**config.mk**
```make
export PLATFORM = sky130hd
export DESIGN_NAME = tag_lookup_ctrl_flat
export DESIGN_NICKNAME = d
export VERILOG_FILES = /design/src/rtl/tag_lookup_ctrl_pkg.sv /design/src/rtl/tag_lookup_ctrl_if.sv /design/src/rtl/tag_lookup_ctrl_plru_tree8.sv /design/src/rtl/tag_lookup_ctrl.sv /design/src/flat_wrapper.sv
export SDC_FILE = /design/constraint.sdc
export NUM_CORES = 1
export LEC_CHECK = 0
export CORE_ASPECT_RATIO = 1.4
export CORE_UTILIZATION = 43
export DETAILED_ROUTE_END_ITERATION = 12
export PLACE_DENSITY = 0.9
export RECOVER_POWER = 50
export SYNTH_ARGS = -nofsm -noshare
export SYNTH_HDL_FRONTEND = slang
export SYNTH_SLANG_ARGS = --single-unit
```
**constraint.sdc**
```tcl
create_clock -name clk -period 3.8 [get_ports clk]
set_input_delay 0.76 -clock clk [delete_from_list [all_inputs] [get_ports clk]]
set_output_delay 0.76 -clock clk [all_outputs]
set_load 0.05 [all_outputs]
```
**src/rtl/tag_lookup_ctrl_pkg.sv**
```systemverilog
// Shared constants, FSM encoding and a priority helper for the tag lookup controller.
package tag_lookup_ctrl_pkg;

  localparam int TAG_W = 24;
  localparam int WAYS  = 8;
  localparam int WAY_W = 3;

  typedef enum logic [1:0] {
    IDLE    = 2'd0,
    COMPARE = 2'd1,
    FILL    = 2'd2,
    RESP    = 2'd3
  } state_t;

  // Index of the lowest set bit; 0 when no bit is set.
  function automatic logic [WAY_W-1:0] lowest_set(input logic [WAYS-1:0] v);
    logic [WAY_W-1:0] r;
    r = '0;
    for (int i = WAYS - 1; i >= 0; i--) begin
      if (v[i]) r = WAY_W'(i);
    end
    return r;
  endfunction

endpackage

```
**src/rtl/tag_lookup_ctrl_if.sv**
```systemverilog
// Request/response handshake plus the tag array port of the lookup controller.
// Handshake: a transfer happens on a rising edge where valid and ready are both
// high; valid holds its payload stable until then and never waits on ready.
interface tag_lookup_ctrl_if;
  import tag_lookup_ctrl_pkg::*;

  logic                   req_valid;
  logic                   req_ready;
  logic [TAG_W-1:0]       req_tag;
  logic                   req_alloc;
  logic                   flush;
  logic                   resp_valid;
  logic                   resp_ready;
  logic                   resp_hit;
  logic [WAY_W-1:0]       resp_way;
  logic [WAYS-1:0]        tag_we;
  logic [TAG_W-1:0]       tag_wdata;
  logic [WAYS*TAG_W-1:0]  tag_rd;
  logic                   multi_hit;

  // Requester / tag array side.
  modport master (
    output req_valid, req_tag, req_alloc, flush, resp_ready, tag_rd,
    input  req_ready, resp_valid, resp_hit, resp_way, tag_we, tag_wdata, multi_hit
  );

  // Controller side.
  modport slave (
    input  req_valid, req_tag, req_alloc, flush, resp_ready, tag_rd,
    output req_ready, resp_valid, resp_hit, resp_way, tag_we, tag_wdata, multi_hit
  );
endinterface

```
**src/rtl/tag_lookup_ctrl_plru_tree8.sv**
```systemverilog
// 7-bit tree pseudo-LRU for 8 ways. Node 0 is the root, nodes 1/2 cover ways
// 0-3/4-7, nodes 3..6 cover way pairs. A 0 bit points the victim to the low side.
module plru_tree8
  import tag_lookup_ctrl_pkg::*;
(
  input  logic             clk,
  input  logic             reset,
  input  logic             clear,
  input  logic             touch_en,
  input  logic [WAY_W-1:0] touch_way,
  output logic [WAY_W-1:0] victim_way,
  output logic [6:0]       plru_dbg
);

  logic [6:0] bits;
  logic [6:0] bits_nxt;

  // Touch: every node on the accessed path points away from the accessed way.
  always_comb begin
    bits_nxt = bits;
    if (touch_en) begin
      bits_nxt[0] = ~touch_way[2];
      if (touch_way[2]) bits_nxt[2] = ~touch_way[1];
      else              bits_nxt[1] = ~touch_way[1];
      case (touch_way[2:1])
        2'd0:    bits_nxt[3] = ~touch_way[0];
        2'd1:    bits_nxt[4] = ~touch_way[0];
        2'd2:    bits_nxt[5] = ~touch_way[0];
        default: bits_nxt[6] = ~touch_way[0];
      endcase
    end
  end

  // Tree state register; clear (flush) wins over a touch.
  always_ff @(posedge clk) begin
    if (reset || clear) bits <= '0;
    else                bits <= bits_nxt;
  end

  // Victim walk from the root following the pointer bits.
  always_comb begin
    victim_way    = '0;
    victim_way[2] = bits[0];
    victim_way[1] = bits[0] ? bits[2] : bits[1];
    case ({victim_way[2], victim_way[1]})
      2'd0:    victim_way[0] = bits[3];
      2'd1:    victim_way[0] = bits[4];
      2'd2:    victim_way[0] = bits[5];
      default: victim_way[0] = bits[6];
    endcase
  end

  assign plru_dbg = bits;

endmodule

```
**src/rtl/tag_lookup_ctrl.sv**
```systemverilog
// Lookup/fill controller for the 8-way tag store: compares the latched tag
// against all ways, reports hit/way, and on allocate-miss writes a victim way.
module tag_lookup_ctrl
  import tag_lookup_ctrl_pkg::*;
(
  input  logic               clk,
  input  logic               reset,
  tag_lookup_ctrl_if.slave   bus,
  output state_t             state_dbg
);

  state_t            state, state_nxt;
  logic [WAYS-1:0]   valid;
  logic [TAG_W-1:0]  lat_tag;
  logic              lat_alloc;
  logic              resp_hit_q;
  logic [WAY_W-1:0]  resp_way_q;
  logic              multi_q;

  logic [WAYS-1:0]   match;
  logic              hit_any;
  logic              hit_multi;
  logic [WAY_W-1:0]  hit_way;
  logic [WAY_W-1:0]  plru_victim;
  logic [WAY_W-1:0]  victim;
  logic              touch_en;
  logic [WAY_W-1:0]  touch_way;
  logic              flush_now;
  logic [6:0]        plru_state;

  assign flush_now = (state == IDLE) && bus.flush;

  // Per-way tag match against the latched request tag.
  always_comb begin
    match = '0;
    for (int w = 0; w < WAYS; w++) begin
      match[w] = valid[w] && (bus.tag_rd[w*TAG_W +: TAG_W] == lat_tag);
    end
  end

  assign hit_any   = |match;
  assign hit_multi = (match & (match - 1'b1)) != '0;
  assign hit_way   = lowest_set(match);
  assign victim    = (&valid) ? plru_victim : lowest_set(~valid);

  plru_tree8 u_plru (
    .clk        (clk),
    .reset      (reset),
    .clear      (flush_now),
    .touch_en   (touch_en),
    .touch_way  (touch_way),
    .victim_way (plru_victim),
    .plru_dbg   (plru_state)
  );

  // Next-state and PLRU touch selection.
  always_comb begin
    state_nxt = state;
    touch_en  = 1'b0;
    touch_way = '0;
    case (state)
      IDLE: begin
        if (!bus.flush && bus.req_valid) state_nxt = COMPARE;
      end
      COMPARE: begin
        if (hit_any) begin
          touch_en  = 1'b1;
          touch_way = hit_way;
          state_nxt = RESP;
        end else if (lat_alloc) begin
          state_nxt = FILL;
        end else begin
          state_nxt = RESP;
        end
      end
      FILL: begin
        touch_en  = 1'b1;
        touch_way = victim;
        state_nxt = RESP;
      end
      RESP: begin
        if (bus.resp_ready) state_nxt = IDLE;
      end
      default: state_nxt = IDLE;
    endcase
  end

  // State register.
  always_ff @(posedge clk) begin
    if (reset) state <= IDLE;
    else       state <= state_nxt;
  end

  // Valid bits, request latch, response register and sticky multi-hit flag.
  always_ff @(posedge clk) begin
    if (reset) begin
      valid      <= '0;
      lat_tag    <= '0;
      lat_alloc  <= 1'b0;
      resp_hit_q <= 1'b0;
      resp_way_q <= '0;
      multi_q    <= 1'b0;
    end else begin
      case (state)
        IDLE: begin
          if (bus.flush) begin
            valid <= '0;
          end else if (bus.req_valid) begin
            lat_tag   <= bus.req_tag;
            lat_alloc <= bus.req_alloc;
          end
        end
        COMPARE: begin
          if (hit_any) begin
            resp_hit_q <= 1'b1;
            resp_way_q <= hit_way;
            if (hit_multi) multi_q <= 1'b1;
          end else if (!lat_alloc) begin
            resp_hit_q <= 1'b0;
            resp_way_q <= '0;
          end
        end
        FILL: begin
          valid[victim] <= 1'b1;
          resp_hit_q    <= 1'b0;
          resp_way_q    <= victim;
        end
        default: ;
      endcase
    end
  end

  assign bus.req_ready  = (state == IDLE) && !bus.flush && !reset;
  assign bus.resp_valid = (state == RESP);
  assign bus.resp_hit   = resp_hit_q;
  assign bus.resp_way   = resp_way_q;
  assign bus.tag_we     = (state == FILL && !reset) ? ({{(WAYS-1){1'b0}}, 1'b1} << victim) : '0;
  assign bus.tag_wdata  = (state == FILL && !reset) ? lat_tag : '0;
  assign bus.multi_hit  = multi_q;
  assign state_dbg      = state;

endmodule

```
**src/flat_wrapper.sv**
```systemverilog
// flat-port wrapper written by rule: the top's interface ports become plain ports
module tag_lookup_ctrl_flat import tag_lookup_ctrl_pkg::*;
  (clk, reset, state_dbg, bus_req_valid, bus_req_tag, bus_req_alloc, bus_flush, bus_resp_ready, bus_tag_rd, bus_req_ready, bus_resp_valid, bus_resp_hit, bus_resp_way, bus_tag_we, bus_tag_wdata, bus_multi_hit);
  tag_lookup_ctrl_if bus_i ();
  input  logic clk;
  input  logic reset;
  output state_t state_dbg;
  input wire logic [$bits(bus_i.req_valid)-1:0] bus_req_valid;
  input wire logic [$bits(bus_i.req_tag)-1:0] bus_req_tag;
  input wire logic [$bits(bus_i.req_alloc)-1:0] bus_req_alloc;
  input wire logic [$bits(bus_i.flush)-1:0] bus_flush;
  input wire logic [$bits(bus_i.resp_ready)-1:0] bus_resp_ready;
  input wire logic [$bits(bus_i.tag_rd)-1:0] bus_tag_rd;
  output wire logic [$bits(bus_i.req_ready)-1:0] bus_req_ready;
  output wire logic [$bits(bus_i.resp_valid)-1:0] bus_resp_valid;
  output wire logic [$bits(bus_i.resp_hit)-1:0] bus_resp_hit;
  output wire logic [$bits(bus_i.resp_way)-1:0] bus_resp_way;
  output wire logic [$bits(bus_i.tag_we)-1:0] bus_tag_we;
  output wire logic [$bits(bus_i.tag_wdata)-1:0] bus_tag_wdata;
  output wire logic [$bits(bus_i.multi_hit)-1:0] bus_multi_hit;
  assign bus_i.req_valid = bus_req_valid;
  assign bus_i.req_tag = bus_req_tag;
  assign bus_i.req_alloc = bus_req_alloc;
  assign bus_i.flush = bus_flush;
  assign bus_i.resp_ready = bus_resp_ready;
  assign bus_i.tag_rd = bus_tag_rd;
  assign bus_req_ready = bus_i.req_ready;
  assign bus_resp_valid = bus_i.resp_valid;
  assign bus_resp_hit = bus_i.resp_hit;
  assign bus_resp_way = bus_i.resp_way;
  assign bus_tag_we = bus_i.tag_we;
  assign bus_tag_wdata = bus_i.tag_wdata;
  assign bus_multi_hit = bus_i.multi_hit;
  tag_lookup_ctrl u_core (.clk(clk), .reset(reset), .bus(bus_i), .state_dbg(state_dbg));
endmodule
```
==> impl_metrics.csv <==
group,metric,value,unit
status,status,"finished clean",
sta,fmax,309,MHz
yosys,syn-num-nets,837,
global_routing,grt_use_total,34.5,%
cells_and_area,fill_cells,759,
sta,final.setup.tns,0,ns
global_routing,grt_max_degree,37,
critical_path,worstPathMaxFanout,9,
yosys,ys_seq_area_share,19.6,%
route,avgViaCountPerCell,5.42,
cells_and_area,seqCellArea,941,um^2
power,p_per_area,226,mW/mm^2
clocking,cts_root_buffer,"clkbuf_16",
clocking,cts_tree,"built",
clocking,clockBufferDepth,2,
cells_and_area,layout-drive-gt1-share,8.59,%
route,vias,5433,
cells_and_area,syn_to_final_growth,65.3,%
critical_path,critical_path_class,"reg2out",
sta,fin_crit_sh,85.1,%
clocking,htreeDepth,2,
floorplanning,core.rowCount,45,
sta,worst_slack,0.566,ns
sta,drv_slew,0,
global_routing,grt_pass1_wl,30000,um
critical_path,reg2reg_depth,9,
yosys,syn-instance-count,611,
critical_path,ff2ff_setup_slack,0.60,ns
yosys,synth_top_area_cell,"xnor2_1",
cells_and_area,finalNetCount,1086,
route,wl_per_cell,20.2,um
yosys,post-synth-top-area-fraction,20.8,%
run,max_cap_viol_count,0,
yosys,synth.distinct_cells,56,
sta,rsz0062_at_grt,"false",
floorplanning,die_area,0.0116,mm^2
clocking,cts.reportedPaths.clkPinSlew,0.06,ns
place,port_buffers,262,
yosys,ys_ff_latch,47,
yosys,synthFlopType,"dfxtp_1",
floorplanning,ios,263,
global_routing,antenna_found_initial,0,
power,power_leakage,2.97,nW
route,drc,0,
clocking,cts_made_buffers,5,
yosys,async_reset_ff_share,0,%
clocking,ctsResizeCount,0,
place,hpwl,16700,um
sta,fin_skew,0.00266,ns
cells_and_area,diodes,0,
cells_and_area,multi_input_area,0.00356,mm^2
floorplanning,die_y,127,um
route,drt-total-wl,20200,um
critical_path,crit_arrival,2.47,ns
global_routing,grt.overflow.total,0,
sta,max_slew_margin,3.78,%
critical_path,start_kind,"register",
critical_path,critPathRequiredTime,3.04,ns
sta,setup_violations,0,
floorplanning,initial_core_util,44.2,%
route,drt-initial-drc-count,249,
clocking,clkSinkCount,47,
sta,finalCriticalPeriod,3.23,ns
place,dp_slack,0.261,ns
place,place_congestion,0.940,
route,first_pass_iters,4,
yosys,avgSynthCellArea,7.86,um^2
floorplanning,die_width,91.3,um
route,ant_nets,0,
critical_path,rr_startpoint,"u_core.lat_tag[1]$_SDFFE_PP0P_",
yosys,synth_area,0.00480,mm^2
critical_path,r2r-end,"u_core.u_plru.plru_dbg[5]$_SDFFE_PP0P_",
yosys,synth_warnings,0,
floorplanning,placeableCoreArea,0.0109,mm^2
clocking,cts_setup_buffers,0,
power,peakVddDrop,0.000204,V
sta,hold_viol_final,0,
clocking,hold_buffers,0,
sta,worst_pin_slew,1.44,ns
min_path,worstHoldPathType,"reg2reg",
critical_path,critPathCaptureType,"output port",
global_routing,grt_pass1_vias,5673,
clocking,insertion_delay,0.29,ns
critical_path,crit_start,"u_core.state_dbg[0]$_SDFFE_PP0P_",
critical_path,crit_end,"bus_tag_we[6]",
yosys,synth_area_leaders,"xnor2_1 (21%), dfxtp_1 (20%), xor2_1 (14%), nand2_1 (6.0%), a21oi_1 (4.2%)",
yosys,synth_edf_count,0,
worst max-delay path, stage by stage, from the launching register on:
cell and delay (ns):
dfxtp_1 0.36, inv_1 0.10, ha_1 0.36, inv_1 0.21, nor2_1 0.33, nand2_1 0.19, nor2_1 0.13, clkbuf_1 0.50
cells in the mapped netlist, types with 2 or more instances:
master and n:
xnor2_1 114, nand2_1 77, xor2_1 77, dfxtp_1 47
a21oi_1 40, nor2_1 38, nand4_1 31, and2_1 25
nor4_1 19, buf_4 13, clkbuf_1 13, nor3_1 12
buf_6 11, nand3_1 9, inv_1 8, o21ai_0 7
and3_1 5, mux2i_1 5, a211oi_1 4, ha_1 4
nand4_2 4, nor2b_1 4, a21boi_0 3, nor4_2 3
a311oi_1 2, a31oi_4 2, nand2b_1 2, o211ai_1 2
o21a_1 2, o21bai_1 2
worst min path at each step:
stage	start	to	slack [ns]	cells after the start
6_report	u_core.u_plru.plru_dbg[3]$_SDFFE_PP0P_	u_core.u_plru.plru_dbg[3]$_SDFFE_PP0P_	0.47	2
5_1_grt	u_core.u_plru.plru_dbg[3]$_SDFFE_PP0P_	u_core.u_plru.plru_dbg[3]$_SDFFE_PP0P_	0.48	2
4_1_cts	u_core.u_plru.plru_dbg[3]$_SDFFE_PP0P_	u_core.u_plru.plru_dbg[3]$_SDFFE_PP0P_	0.47	2
3_5_place_dp	u_core.u_plru.plru_dbg[3]$_SDFFE_PP0P_	u_core.u_plru.plru_dbg[3]$_SDFFE_PP0P_	0.46	2
3_3_place_gp	u_core.u_plru.plru_dbg[3]$_SDFFE_PP0P_	u_core.u_plru.plru_dbg[3]$_SDFFE_PP0P_	0.45	2
2_1_floorplan	u_core.u_plru.plru_dbg[3]$_SDFFE_PP0P_	u_core.u_plru.plru_dbg[3]$_SDFFE_PP0P_	0.44	2
through the flow:
| step | power [mW] | hold WS [ns] | instances | util, % | instance area [um^2] |
|---|---|---|---|---|---|
| detailed placement | 1.28 | 0.461 | 994 | 71.7 | 7790 |
| floorplan | 0.920 | 0.437 | 611 | - | 4800 |
| finish | 1.79 | 0.474 | 1002 | 73.0 | 7940 |
| global placement | 1.26 | 0.449 | 994 | 71.7 | 7790 |
| global route | 1.86 | 0.482 | 1002 | 73.0 | 7940 |
| CTS | 1.80 | 0.470 | 1002 | 73.3 | 7970 |
registers in the layout, summed over array words and instances (netlist names):
name / count
u_core.state_dbg: 2
u_core.bus.resp_way: 3
u_core.bus.multi_hit: 1
u_core.bus.resp_hit: 1
u_core.valid: 8
u_core.lat_alloc: 1
u_core.lat_tag: 24
u_core.u_plru.plru_dbg: 7
cell families (layout without fill, tap and decap cells):
logic type,Yosys count,after routing,synth area share (%)
compound gates,80,80,11.2
xor+xnor,192,192,35.2
fa+ha+maj,5,5,1.25
buf+inv,46,296,6.33
flops,47,47,19.6
mux,5,5,1.04
simple gates,236,236,25.4
cell usage in the layout, fill, tap and decap left out, types with 3 or more instances in the layout:
| cell | instances |
|---|---|
| nand4_2 | 4 |
| nand4_1 | 31 |
| dlygate4sd3_1 | 10 |
| o21ai_0 | 7 |
| nor2_1 | 38 |
| a21oi_1 | 40 |
| nor3_1 | 12 |
| clkdlybuf4s50_1 | 219 |
| and2_1 | 25 |
| a21boi_0 | 3 |
| dfxtp_1 | 47 |
| nor2b_1 | 4 |
| xor2_1 | 77 |
| buf_12 | 31 |
| nand3_1 | 9 |
| ha_1 | 4 |
| mux2i_1 | 5 |
| and3_1 | 5 |
| nor4_1 | 19 |
| buf_4 | 18 |
| nor4_2 | 3 |
| xnor2_1 | 114 |
| a211oi_1 | 4 |
| nand2_1 | 77 |
| clkbuf_16 | 5 |
| inv_1 | 8 |
layer usage:
metal	wire (um)	track usage, %	vias up
met2	10600	65.0	309
met1	6710	34.4	2486
met5	0	0	-
li1	-	-	2566
met4	1100	19.4	0
met3	1780	8.10	72
layout make-up:
class | count | area share, %
clock buffers | 6 | 1.75
clock inverters | 2 | 0.489
inverters | 8 | 0.378
multi-input cells | 518 | 44.8
flip-flops and latches | 47 | 11.9
well taps | 141 | 2.22
repair buffers | 280 | 38.5
report_power, final:
part,leakage (nW),internal [mW],switching [mW]
registers,0.382,0.517,0.0818
logic,2.50,0.388,0.278
clock network,0.0875,0.331,0.194
(Power assumes the default switching activity.)
